$ cat src/rtl/regfile_pkg.sv
// Shared constants, port-slice helper and pending-counter vector type for regfile_sb.
package regfile_pkg;

  localparam int unsigned XLEN_DEF  = 32;
  localparam int unsigned NREGS_DEF = 32;
  localparam int unsigned PW_DEF    = 2;

  // Pending-write counters of all registers at default sizing.
  typedef logic [NREGS_DEF-1:0][PW_DEF-1:0] pendVec_t;

  // Low bit of port idx inside a flattened multi-port vector of w-bit slices.
  function automatic int unsigned sliceLo(input int unsigned idx, input int unsigned w);
    return idx * w;
  endfunction

endpackage

$ cat src/rtl/regfile_sb_if.sv
// Read, write and issue ports of regfile_sb; master = pipeline side, slave = register file.
interface regfile_sb_if import regfile_pkg::*; #(
  parameter int unsigned XLEN  = XLEN_DEF,
  parameter int unsigned NREGS = NREGS_DEF,
  parameter int unsigned NRD   = 2,
  parameter int unsigned NWR   = 2
);
  localparam int unsigned AW = $clog2(NREGS);

  logic [NRD*AW-1:0]   rd_addr;
  logic [NRD*XLEN-1:0] rd_data;
  logic [NRD-1:0]      rd_busy;
  logic [NWR-1:0]      wr_en;
  logic [NWR*AW-1:0]   wr_addr;
  logic [NWR*XLEN-1:0] wr_data;
  logic [NWR-1:0]      wr_retire;
  logic                iss_valid;
  logic [AW-1:0]       iss_rd;
  logic                iss_ready;
  logic                sb_err;

  modport master (
    output rd_addr, wr_en, wr_addr, wr_data, wr_retire, iss_valid, iss_rd,
    input  rd_data, rd_busy, iss_ready, sb_err
  );

  modport slave (
    input  rd_addr, wr_en, wr_addr, wr_data, wr_retire, iss_valid, iss_rd,
    output rd_data, rd_busy, iss_ready, sb_err
  );

endinterface

$ cat src/rtl/regfile_sb_cnt.sv
// One register's pending-write counter: +inc, -decCnt per edge, clamps at 0 on underflow.
module regfile_sb_cnt import regfile_pkg::*; #(
  parameter int unsigned PW = PW_DEF
) (
  input  logic          clk,
  input  logic          rst,
  input  logic          inc,
  input  logic [1:0]    decCnt,
  output logic [PW-1:0] cnt,
  output logic [PW-1:0] cntNext_c,
  output logic          underflow_c
);

  localparam int unsigned SW = PW + 2;
  localparam logic [SW-1:0] MAXV = SW'((1 << PW) - 1);

  logic [SW-1:0] sum;

  // Post-edge count; saturates at the counter limit, floors at zero with a flag.
  always_comb begin
    sum         = SW'(cnt) + SW'(inc);
    underflow_c = 1'b0;
    cntNext_c   = cnt;
    if (SW'(decCnt) > sum) begin
      underflow_c = 1'b1;
      cntNext_c   = '0;
    end else if ((sum - SW'(decCnt)) > MAXV) begin
      cntNext_c = MAXV[PW-1:0];
    end else begin
      cntNext_c = PW'(sum - SW'(decCnt));
    end
  end

  // Counter state.
  always_ff @(posedge clk or posedge rst) begin
    if (rst) cnt <= '0;
    else     cnt <= cntNext_c;
  end

endmodule

$ cat src/rtl/regfile_sb.sv
// Multi-port register file with per-register pending-write scoreboard.
// x0 reads zero and is never busy. Define REGFILE_BYPASS_EN to forward
// same-cycle writes (data and post-edge busy) onto matching read ports.
module regfile_sb import regfile_pkg::*; #(
  parameter int unsigned XLEN  = XLEN_DEF,
  parameter int unsigned NREGS = NREGS_DEF,
  parameter int unsigned NRD   = 2,
  parameter int unsigned NWR   = 2,
  parameter int unsigned PW    = PW_DEF
) (
  input logic         clk,
  input logic         rst,
  regfile_sb_if.slave bus
);

  localparam int unsigned AW = $clog2(NREGS);
  localparam logic [PW-1:0] PEND_MAX = '1;

  logic [XLEN-1:0]            regs [NREGS];
  logic [NREGS-1:0][PW-1:0]   pend;
  logic [NREGS-1:0][PW-1:0]   pendNext;
  logic [NREGS-1:0]           underflow;
  logic                       issFire;
  logic [AW-1:0]              rdA;
  logic [NRD*XLEN-1:0]        rdDataFlat;
  logic [NRD-1:0]             rdBusyVec;
  logic                       sbErr;

  assign pend[0]      = '0;
  assign pendNext[0]  = '0;
  assign underflow[0] = 1'b0;

  // Issue is accepted unless the destination counter is full; x0 always accepts.
  assign bus.iss_ready = (bus.iss_rd == '0) || (pend[bus.iss_rd] != PEND_MAX);
  assign issFire       = bus.iss_valid & bus.iss_ready;

  for (genvar r = 1; r < NREGS; r++) begin : gCnt
    logic       inc;
    logic [1:0] decCnt;

    assign inc = issFire && (bus.iss_rd == AW'(r));

    // Count retiring writes that target this register this cycle.
    always_comb begin
      decCnt = '0;
      for (int unsigned k = 0; k < NWR; k++) begin
        if (bus.wr_en[k] && bus.wr_retire[k] &&
            (bus.wr_addr[sliceLo(k, AW) +: AW] == AW'(r))) begin
          decCnt = decCnt + 2'd1;
        end
      end
    end

    regfile_sb_cnt #(.PW(PW)) uCnt (
      .clk         (clk),
      .rst         (rst),
      .inc         (inc),
      .decCnt      (decCnt),
      .cnt         (pend[r]),
      .cntNext_c   (pendNext[r]),
      .underflow_c (underflow[r])
    );
  end

  // Storage; later ports overwrite earlier ones so port 1 wins on a collision.
  always_ff @(posedge clk or posedge rst) begin
    if (rst) begin
      for (int unsigned r = 0; r < NREGS; r++) regs[r] <= '0;
    end else begin
      for (int unsigned k = 0; k < NWR; k++) begin
        if (bus.wr_en[k] && (bus.wr_addr[sliceLo(k, AW) +: AW] != '0)) begin
          regs[bus.wr_addr[sliceLo(k, AW) +: AW]] <= bus.wr_data[sliceLo(k, XLEN) +: XLEN];
        end
      end
    end
  end

  // Sticky underflow flag.
  always_ff @(posedge clk or posedge rst) begin
    if (rst)            sbErr <= 1'b0;
    else if (|underflow) sbErr <= 1'b1;
  end

`ifdef REGFILE_BYPASS_EN
  logic [AW-1:0] wrA;
`else
  logic unusedPendNext;
  assign unusedPendNext = ^pendNext;
`endif

  // Combinational read ports: stored data and busy, optionally forwarded.
  always_comb begin
    rdDataFlat = '0;
    rdBusyVec  = '0;
    rdA        = '0;
`ifdef REGFILE_BYPASS_EN
    wrA        = '0;
`endif
    for (int unsigned i = 0; i < NRD; i++) begin
      rdA = bus.rd_addr[sliceLo(i, AW) +: AW];
      if (rdA != '0) begin
        rdDataFlat[sliceLo(i, XLEN) +: XLEN] = regs[rdA];
        rdBusyVec[i] = (pend[rdA] != '0);
      end
`ifdef REGFILE_BYPASS_EN
      if (!rst) begin
        for (int unsigned k = 0; k < NWR; k++) begin
          wrA = bus.wr_addr[sliceLo(k, AW) +: AW];
          if (bus.wr_en[k] && (wrA != '0) && (wrA == rdA)) begin
            rdDataFlat[sliceLo(i, XLEN) +: XLEN] = bus.wr_data[sliceLo(k, XLEN) +: XLEN];
            rdBusyVec[i] = (pendNext[rdA] != '0);
          end
        end
      end
`endif
    end
  end

  assign bus.rd_data = rdDataFlat;
  assign bus.rd_busy = rdBusyVec;
  assign bus.sb_err  = sbErr;

endmodule

$ cat src/flat_wrapper.sv
// flat-port wrapper written by rule: the top's interface ports become plain ports
module regfile_sb_flat import regfile_pkg::*;
#(
  parameter int unsigned XLEN  = XLEN_DEF,
  parameter int unsigned NREGS = NREGS_DEF,
  parameter int unsigned NRD   = 2,
  parameter int unsigned NWR   = 2,
  parameter int unsigned PW    = PW_DEF
)
  (clk, rst, bus_rd_addr, bus_wr_en, bus_wr_addr, bus_wr_data, bus_wr_retire, bus_iss_valid, bus_iss_rd, bus_rd_data, bus_rd_busy, bus_iss_ready, bus_sb_err);
  regfile_sb_if #(.XLEN(XLEN), .NREGS(NREGS), .NRD(NRD), .NWR(NWR)) bus_i ();
  input logic clk;
  input logic rst;
  input wire logic [$bits(bus_i.rd_addr)-1:0] bus_rd_addr;
  input wire logic [$bits(bus_i.wr_en)-1:0] bus_wr_en;
  input wire logic [$bits(bus_i.wr_addr)-1:0] bus_wr_addr;
  input wire logic [$bits(bus_i.wr_data)-1:0] bus_wr_data;
  input wire logic [$bits(bus_i.wr_retire)-1:0] bus_wr_retire;
  input wire logic [$bits(bus_i.iss_valid)-1:0] bus_iss_valid;
  input wire logic [$bits(bus_i.iss_rd)-1:0] bus_iss_rd;
  output wire logic [$bits(bus_i.rd_data)-1:0] bus_rd_data;
  output wire logic [$bits(bus_i.rd_busy)-1:0] bus_rd_busy;
  output wire logic [$bits(bus_i.iss_ready)-1:0] bus_iss_ready;
  output wire logic [$bits(bus_i.sb_err)-1:0] bus_sb_err;
  assign bus_i.rd_addr = bus_rd_addr;
  assign bus_i.wr_en = bus_wr_en;
  assign bus_i.wr_addr = bus_wr_addr;
  assign bus_i.wr_data = bus_wr_data;
  assign bus_i.wr_retire = bus_wr_retire;
  assign bus_i.iss_valid = bus_iss_valid;
  assign bus_i.iss_rd = bus_iss_rd;
  assign bus_rd_data = bus_i.rd_data;
  assign bus_rd_busy = bus_i.rd_busy;
  assign bus_iss_ready = bus_i.iss_ready;
  assign bus_sb_err = bus_i.sb_err;
  regfile_sb #(.XLEN(XLEN), .NREGS(NREGS), .NRD(NRD), .NWR(NWR), .PW(PW)) u_core (.clk(clk), .rst(rst), .bus(bus_i));
endmodule
$ cat config.mk
export PLATFORM = sky130hd
export DESIGN_NAME = regfile_sb_flat
export DESIGN_NICKNAME = d
export VERILOG_FILES = /design/src/rtl/regfile_pkg.sv /design/src/rtl/regfile_sb_if.sv /design/src/rtl/regfile_sb_cnt.sv /design/src/rtl/regfile_sb.sv /design/src/flat_wrapper.sv
export SDC_FILE = /design/constraint.sdc
export NUM_CORES = 2
export LEC_CHECK = 0
export CAP_MARGIN = 30
export CORE_UTILIZATION = 40
export CTS_BUF_LIST = sky130_fd_sc_hd__clkbuf_2 sky130_fd_sc_hd__clkbuf_4 sky130_fd_sc_hd__clkbuf_8
export DETAILED_ROUTE_END_ITERATION = 16
export HOLD_SLACK_MARGIN = 0.12
export SLEW_MARGIN = 20
export SYNTH_ARGS = -nofsm -noshare
export SYNTH_HDL_FRONTEND = slang
export SYNTH_SLANG_ARGS = --single-unit
$ cat constraint.sdc
create_clock -name clk -period 90.2 [get_ports clk]
set_input_delay 18.04 -clock clk [delete_from_list [all_inputs] [get_ports clk]]
set_output_delay 18.04 -clock clk [all_outputs]
set_load 0.02 [all_outputs]
Yosys cells after proc, flatten, opt, wreduce, memory -nomap -nowiden. Index checks and enable logic that the tools add are counted.

Flip-flop bits (word level): 1087. Input port bits: 96. Output and inout port bits: 68. Word-level logic and storage cells: 614.

$add $sub $neg: 93. Order comparisons: 71. Eq/ne operators: 94. Muxes and demuxes: 179. Bitwise operators: 5. Reductions and logical operators: 108.

Operators with widths (number): 1024-bit bitwise mux (2); 1024-bit two-way mux (2); 32-bit binary-select mux with 5-bit select (2); 32-bit demux with 5-bit select (2); 32-bit two-way mux (8); 5-bit equality test (second input constant) (48); 2-bit two-way mux (96); 2-bit by 4-bit greater-than comparator with 1-bit output (31); 4-bit by 2-bit greater-than comparator with 1-bit output (second input constant) (31); 4-bit by 2-bit subtractor with 4-bit output (31); 5-bit by 4-bit equality test with 1-bit output (second input constant) (24); 1-bit logical AND (99); 2-bit by 1-bit adder with 3-bit output (31); 1-bit two-way mux (64); 1-bit by 1-bit adder with 2-bit output (second input constant) (31); 5-bit by 3-bit equality test with 1-bit output (second input constant) (12); 31-bit OR reduction (1); 2-bit binary-select mux with 5-bit select (3); 5-bit by 2-bit equality test with 1-bit output (second input constant) (6); 6-bit >= comparator (second input constant) (4); 5-bit NOT with 6-bit output (4); 5-bit nonzero test (4); 5-bit by 6-bit less-than comparator with 1-bit output (second input constant) (3); 5-bit by 1-bit equality test with 1-bit output (second input constant) (3); 6 further kinds (8).

Depth between registers and ports, before layout.
Depth after elaboration: 11. Gate-level depth with buffers: 16. Mapped depth without buffers: 13.

By module. A second synthesis with hierarchy kept.

Cells, all modules: 6607. Area total of the unflattened synthesis: 71591.2 µm².

Modules (own cells, without submodules): regfile_sb (instances 1, cells each 5987, area each 65424.0 µm², seq. area each 25649.6 µm²); regfile_sb_cnt (instances 31, cells each 20, area each 198.9 µm², seq. area each 50.0 µm²).

Least setup slack after synthesis. No wires, ideal clock.

Path type: in2out. Start: input bus_rd_addr[5]. End: output bus_rd_busy[1]. Data arrival time: 19752 ps. Required time: 72160 ps. Slack: 52408 ps. Stages on the path: 7. Buffers on the path: 3. Cells stage by stage: buf_2 buf_2 buf_2 a211oi_1 a21oi_1 mux4_2 o21ai_0.

Cells in the longest elaborated chain, start to end: 4. Elaborated cells between the ends (all ways): 5. Those cells by class: mux: 3; reduce/logical: 2.

RTL lines: start: declaration (line flat_wrapper.sv:14) `input wire logic [$bits(bus_i.rd_addr)-1:0] bus_rd_addr;`; 2-bit binary-select mux with 5-bit select (line regfile_sb.sv:103) `rdBusyVec[i] = (pend[rdA] != '0);`; 2-bit two-way mux (not written as such) (line regfile_sb.sv:103); 2-bit nonzero test (line regfile_sb.sv:103); 1-bit two-way mux * (line regfile_sb.sv:101) `if (rdA != '0) begin`; end: declaration (line flat_wrapper.sv:22) `output wire logic [$bits(bus_i.rd_busy)-1:0] bus_rd_busy;`.

Every way passes the cells marked *; elsewhere a longest branch is shown, timed or not. The select of a mux whose other input is x is not followed.

Worst setup path after layout.
Start: input bus_rd_addr[2]. End: output bus_rd_busy[0].

The elaborated chain is that of the path after synthesis.

==> results.txt <==
----------------------------------------------------
[Outcome]
  Run status ... finished, final reports clean

[Clock tree]
  CTS Buf Count ... 188
  Clock H-tree levels ... 4
  Sink count of the clock tree ... between 1000 and 1500
  Clock tree from TritonCTS ... yes
  CTS Hold Buffers Added ... 0
  Clk_lat worst skew ... about 0.99 ns
  Clk pin slew, worst setup/hold paths ... ~0.060 ns
  Number of gates given a new drive strength after cts ... 0
  Postcts setup bufs ... 0
  Clock Path Buffers ... 3
  Library cell used as clock root buffer ... sky130_fd_sc_hd__clkbuf_8

[Setup path]
  Worst R2R End ... u_core.bus.sb_err
  Arrival time of the worst setup path ... 22.42 ns
  Instance count on the critical path ... 8
  Number of buffers and inverters on the critical path ... 4
  Startpoint kind of the worst setup timing path ... primary input
  Critical register-to-register path startpoint ... u_core.gCnt[5].uCnt.cnt[1]
  Maximum cell stage delay along the critical path ... 0.90 ns
  Crit-path cells ... clkdlybuf4s50_1 -> clkinv_2 -> buf_4 -> a2111oi_0 -> o41ai_1 -> o311a_1 -> nor3_1 -> clkdlybuf4s50_1
  Kind of cell with the highest combined delay on the critical path ... buffers and inverters
  Capturing element of the worst setup path ... bus_rd_busy[0]
  Startpoint of the worst setup timing path ... bus_rd_addr[2]
  Setup slack of the most critical reg-to-reg path ... 85.53 ns
  Maximum net fanout on the critical path ... 21
  Most Frequent Cell on Critical Path ... sky130_fd_sc_hd__clkdlybuf4s50_1
  Data required time of the worst path ... about 70 ns
  Slowest cell on the critical path ... sky130_fd_sc_hd__clkdlybuf4s50_1
  CP Capture Type ... output pin
  Depth of the worst register-to-register path ... 13
  Kind of critical path ... in2out

[Layout]
  Number of nets in the final layout ... about 7000
  Post-Route Utilization ... roughly 45%
  Syn-to-layout area delta ... 11.00%
  Area of all placed cells without fillers ... 78940 um2
  Count of fill cells added during filler insertion ... roughly 16000
  Share of cells above drive strength 1 ... 17.84%

[Placed design]
  Routability-driven placement congestion ratio ... approximately 0.9
  Quantity of I/O buffers inserted on ports ... between 150 and 200
  Cell area reported after detailed placement ... ~75000 um2
  Half-perimeter wire length after detailed placement ... 173000 um

[Die]
  Area inside the core boundary ... approximately 180000 um2
  Die Span X ... 423.7 um
  Total I/O pin count ... roughly 160
  Die area ... roughly 180000 um2
  Std-Cell Rows ... between 150 and 200
  Initial cell density of the core ... roughly two fifths
  Die H ... 423.7 um

[Global route]
  Number of antenna violations at the first check in global routing ... 22
  GR met2 Demand/Resource ... a little under half
  Global-route layer with the greatest usage ... met2
  Gr ovfl total ... 0
  Pin count of the biggest net entering global routing ... 179
  Via count of the first global-routing pass ... around 57000
  M1 GR Usage ... between 40 and 50%
  Wire length of the first global-routing pass ... between 400000 and 500000 um
  Met3 Track Usage GR ... 7.735%
  GRT Resource Usage Total ... 31.93%

[Job]
  Number of max-cap violations ... 0

[Yosys]
  Post-Synthesis Cells ... between 6000 and 7000
  Share of flip-flops with an asynchronous set or reset ... 100.0%
  Post-synthesis cell type with the largest combined area ... sky130_fd_sc_hd__dfrtp_1
  Syn_nets ... 7110
  Post-Synth XOR/XNOR Area ... 0%
  Adder-cell share of the synthesized area ... 4.472%
  Synth top area share ... between 30% and 40%
  Primary flip-flop cell chosen by synthesis mapping ... sky130_fd_sc_hd__dfrtp_1
  Sequential cell area fraction in the yosys report ... a little under two fifths
  Number of warnings reported in the yosys synthesis log ... 0
  EDFF count, synth ... 0
  Post-synthesis compound-gate area fraction ... between 10% and 20%
  Number of synthesized register bits ... between 1000 and 1500
  Number of distinct library cells after synthesis ... 69
  Post-synth design cell area ... between 70000 and 80000 um2
  Cell types with the largest area share after synthesis ... sky130_fd_sc_hd__dfrtp_1 (38%), sky130_fd_sc_hd__mux4_2 (18%), sky130_fd_sc_hd__mux2i_1 (13%)
  Largest family of logic cells by synthesized area ... multiplexers
  Synth Area in Simple Gates ... ~10%
  Share of cell area taken by muxes after synthesis ... about 31%
  Avg Cell Area, Syn ... ~10 um2

[Route]
  Number of nets still failing antenna checks after routing ... 0
  DRC violation count after routing ... 0
  TritonRoute pass-1 iters ... 9
  Routed wire length ... around 290000 um
  Count of routing violations after the opening detailed-route iteration ... 7813
  Detailed-route vias per instance ... roughly 6.4
  Total via count after detailed routing ... a little under 60000
  Wirelength per Cell ... approximately 32 um

[Timing]
  Worst clock skew on the final layout ... 0.02598 ns
  Transition time of the tightest slew-check pin ... ~1.2 ns
  Upper clock frequency limit ... about 25 MHz
  Unrepaired setup endpoints after global routing ... no
  Period utilization ... between 40% and 50%
  Number of hold violations in the final report ... 0
  Total of endpoints with negative setup slack in the final report ... 0
  Minimum clock period after layout ... ~40 ns
  Aggregate negative setup slack ... 0 ns
  Slew Limit Fails ... 0
  Worst max-slew margin expressed relative to the limit ... between 10% and 20%

[Power and ir drop]
  Post-route total power ... 0.001700 W
  Leakage dissipation ... roughly 33 nW
  Power per cell area ... 21.54 nW/um2
  Largest vdd supply drop ... around 16 uV

[Min path]
  Classification of the worst-slack hold path ... reg2reg

----------------------------------------------------
metrics by stage:
stage | hold WS, ns | worst slack (ns) | instances
floorplan | 0.4413 | 41.56 | 6797
global placement | 0.3763 | 49.72 | 8704
detailed placement | 0.3833 | 49.65 | 8738
CTS | 0.3963 | 49.64 | 9070
global route | 0.4083 | 49.71 | 9093
finish | 0.3971 | 49.74 | 9098
area by class of cell:
| type | count | area, um2 | area share, % |
|---|---|---|---|
| Tap cell | 2340 | 2928 | 3.709 |
| Multi-Input combinational cell | 4821 | 40460 | 51.25 |
| Timing Repair Buffer | 365 | 3726 | 4.720 |
| Clock buffer | 301 | 3736 | 4.733 |
| Sequential cell | 1087 | 27200 | 34.46 |
| Antenna cell | 19 | 47.55 | 0.06023 |
| Clock inverter | 31 | 332.8 | 0.4216 |
| Inverter | 134 | 514.2 | 0.6514 |
cells by family after synthesis:
family	count (synthesis)
and+or+nand+nor	1740
DFF	1087
buffers and inverters	889
muxes	1481
adders and majority gates	217
AOI/OAI and AO/OA	1383
metal layers:
metal	share of wire, %	routed length, um	vias up
li1	-	-	24216
met1	37	108100	29537
met2	44	128500	3788
met3	11	30980	982
met4	7.5	21830	4
met5	0.0086	25	-
state kept, by name (all words and copies together), names as in the netlist:
name and flops:
u_core.regs 1024, u_core.bus.sb_err 1, u_core.gCnt.uCnt.cnt 62
cells in the mapped netlist (7+ instances only):
cell type / number
sky130_fd_sc_hd__dfrtp_1: 1087
sky130_fd_sc_hd__nand2_1: 941
sky130_fd_sc_hd__mux2i_1: 917
sky130_fd_sc_hd__nor2_1: 579
sky130_fd_sc_hd__mux4_2: 560
sky130_fd_sc_hd__clkbuf_1: 515
sky130_fd_sc_hd__a21oi_1: 477
sky130_fd_sc_hd__o21ai_0: 434
sky130_fd_sc_hd__ha_1: 155
sky130_fd_sc_hd__inv_1: 132
sky130_fd_sc_hd__buf_2: 118
sky130_fd_sc_hd__a31oi_1: 115
sky130_fd_sc_hd__o21ai_1: 104
sky130_fd_sc_hd__a32oi_1: 77
sky130_fd_sc_hd__nor3_1: 74
sky130_fd_sc_hd__fa_1: 62
sky130_fd_sc_hd__buf_4: 58
sky130_fd_sc_hd__buf_1: 43
sky130_fd_sc_hd__nor2b_1: 36
sky130_fd_sc_hd__o22ai_1: 34
sky130_fd_sc_hd__a32o_1: 33
sky130_fd_sc_hd__a21o_1: 32
sky130_fd_sc_hd__a22oi_1: 32
sky130_fd_sc_hd__buf_6: 21
sky130_fd_sc_hd__a2bb2oi_1: 18
sky130_fd_sc_hd__nand3_1: 13
sky130_fd_sc_hd__nor2_2: 13
sky130_fd_sc_hd__nor4_1: 12
sky130_fd_sc_hd__nand2b_1: 9
sky130_fd_sc_hd__nor3b_1: 8
sky130_fd_sc_hd__and2_1: 7
worst min path at each step:
stage	from	end	slack, ns	cells after the start
finish	u_core.regs[1002]	u_core.regs[1002]	0.40	0
global route	u_core.regs[1001]	u_core.regs[1001]	0.41	0
CTS	u_core.regs[1019]	u_core.regs[1019]	0.40	0
detailed placement	u_core.regs[1016]	u_core.regs[1016]	0.38	0
global placement	u_core.regs[1012]	u_core.regs[1012]	0.38	0
floorplan	u_core.regs[1000]	u_core.regs[1000]	0.44	1
report_power, final:
group | leakage (nW) | internal, W | switching, W
Clock | 2.15 | 0.000275 | 0.000227
Sequential | 13.2 | 0.000616 | 0.000109
Combinational | 18.0 | 0.000243 | 0.000231
layout by cell type (no fill, tap or decap), drive strengths merged, types with 18 or more instances in the layout:
cell | Yosys | final
nor2 | 595 | 595
a2bb2oi | 18 | 18
o22ai | 34 | 34
a32oi | 77 | 77
diode | 0 | 19
nand2 | 949 | 949
clkbuf | 515 | 301
clkdlybuf4s50 | 0 | 146
ha | 155 | 155
dfrtp | 1087 | 1087
buf | 240 | 219
a21oi | 477 | 477
a21o | 32 | 32
nor3 | 79 | 79
a22oi | 32 | 32
nor2b | 36 | 36
a32o | 33 | 33
mux2i | 917 | 917
a31oi | 115 | 115
o21ai | 538 | 538
fa | 62 | 62
inv | 133 | 137
mux4 | 562 | 562
No activity file was read; power rests on OpenSTA's default activity.
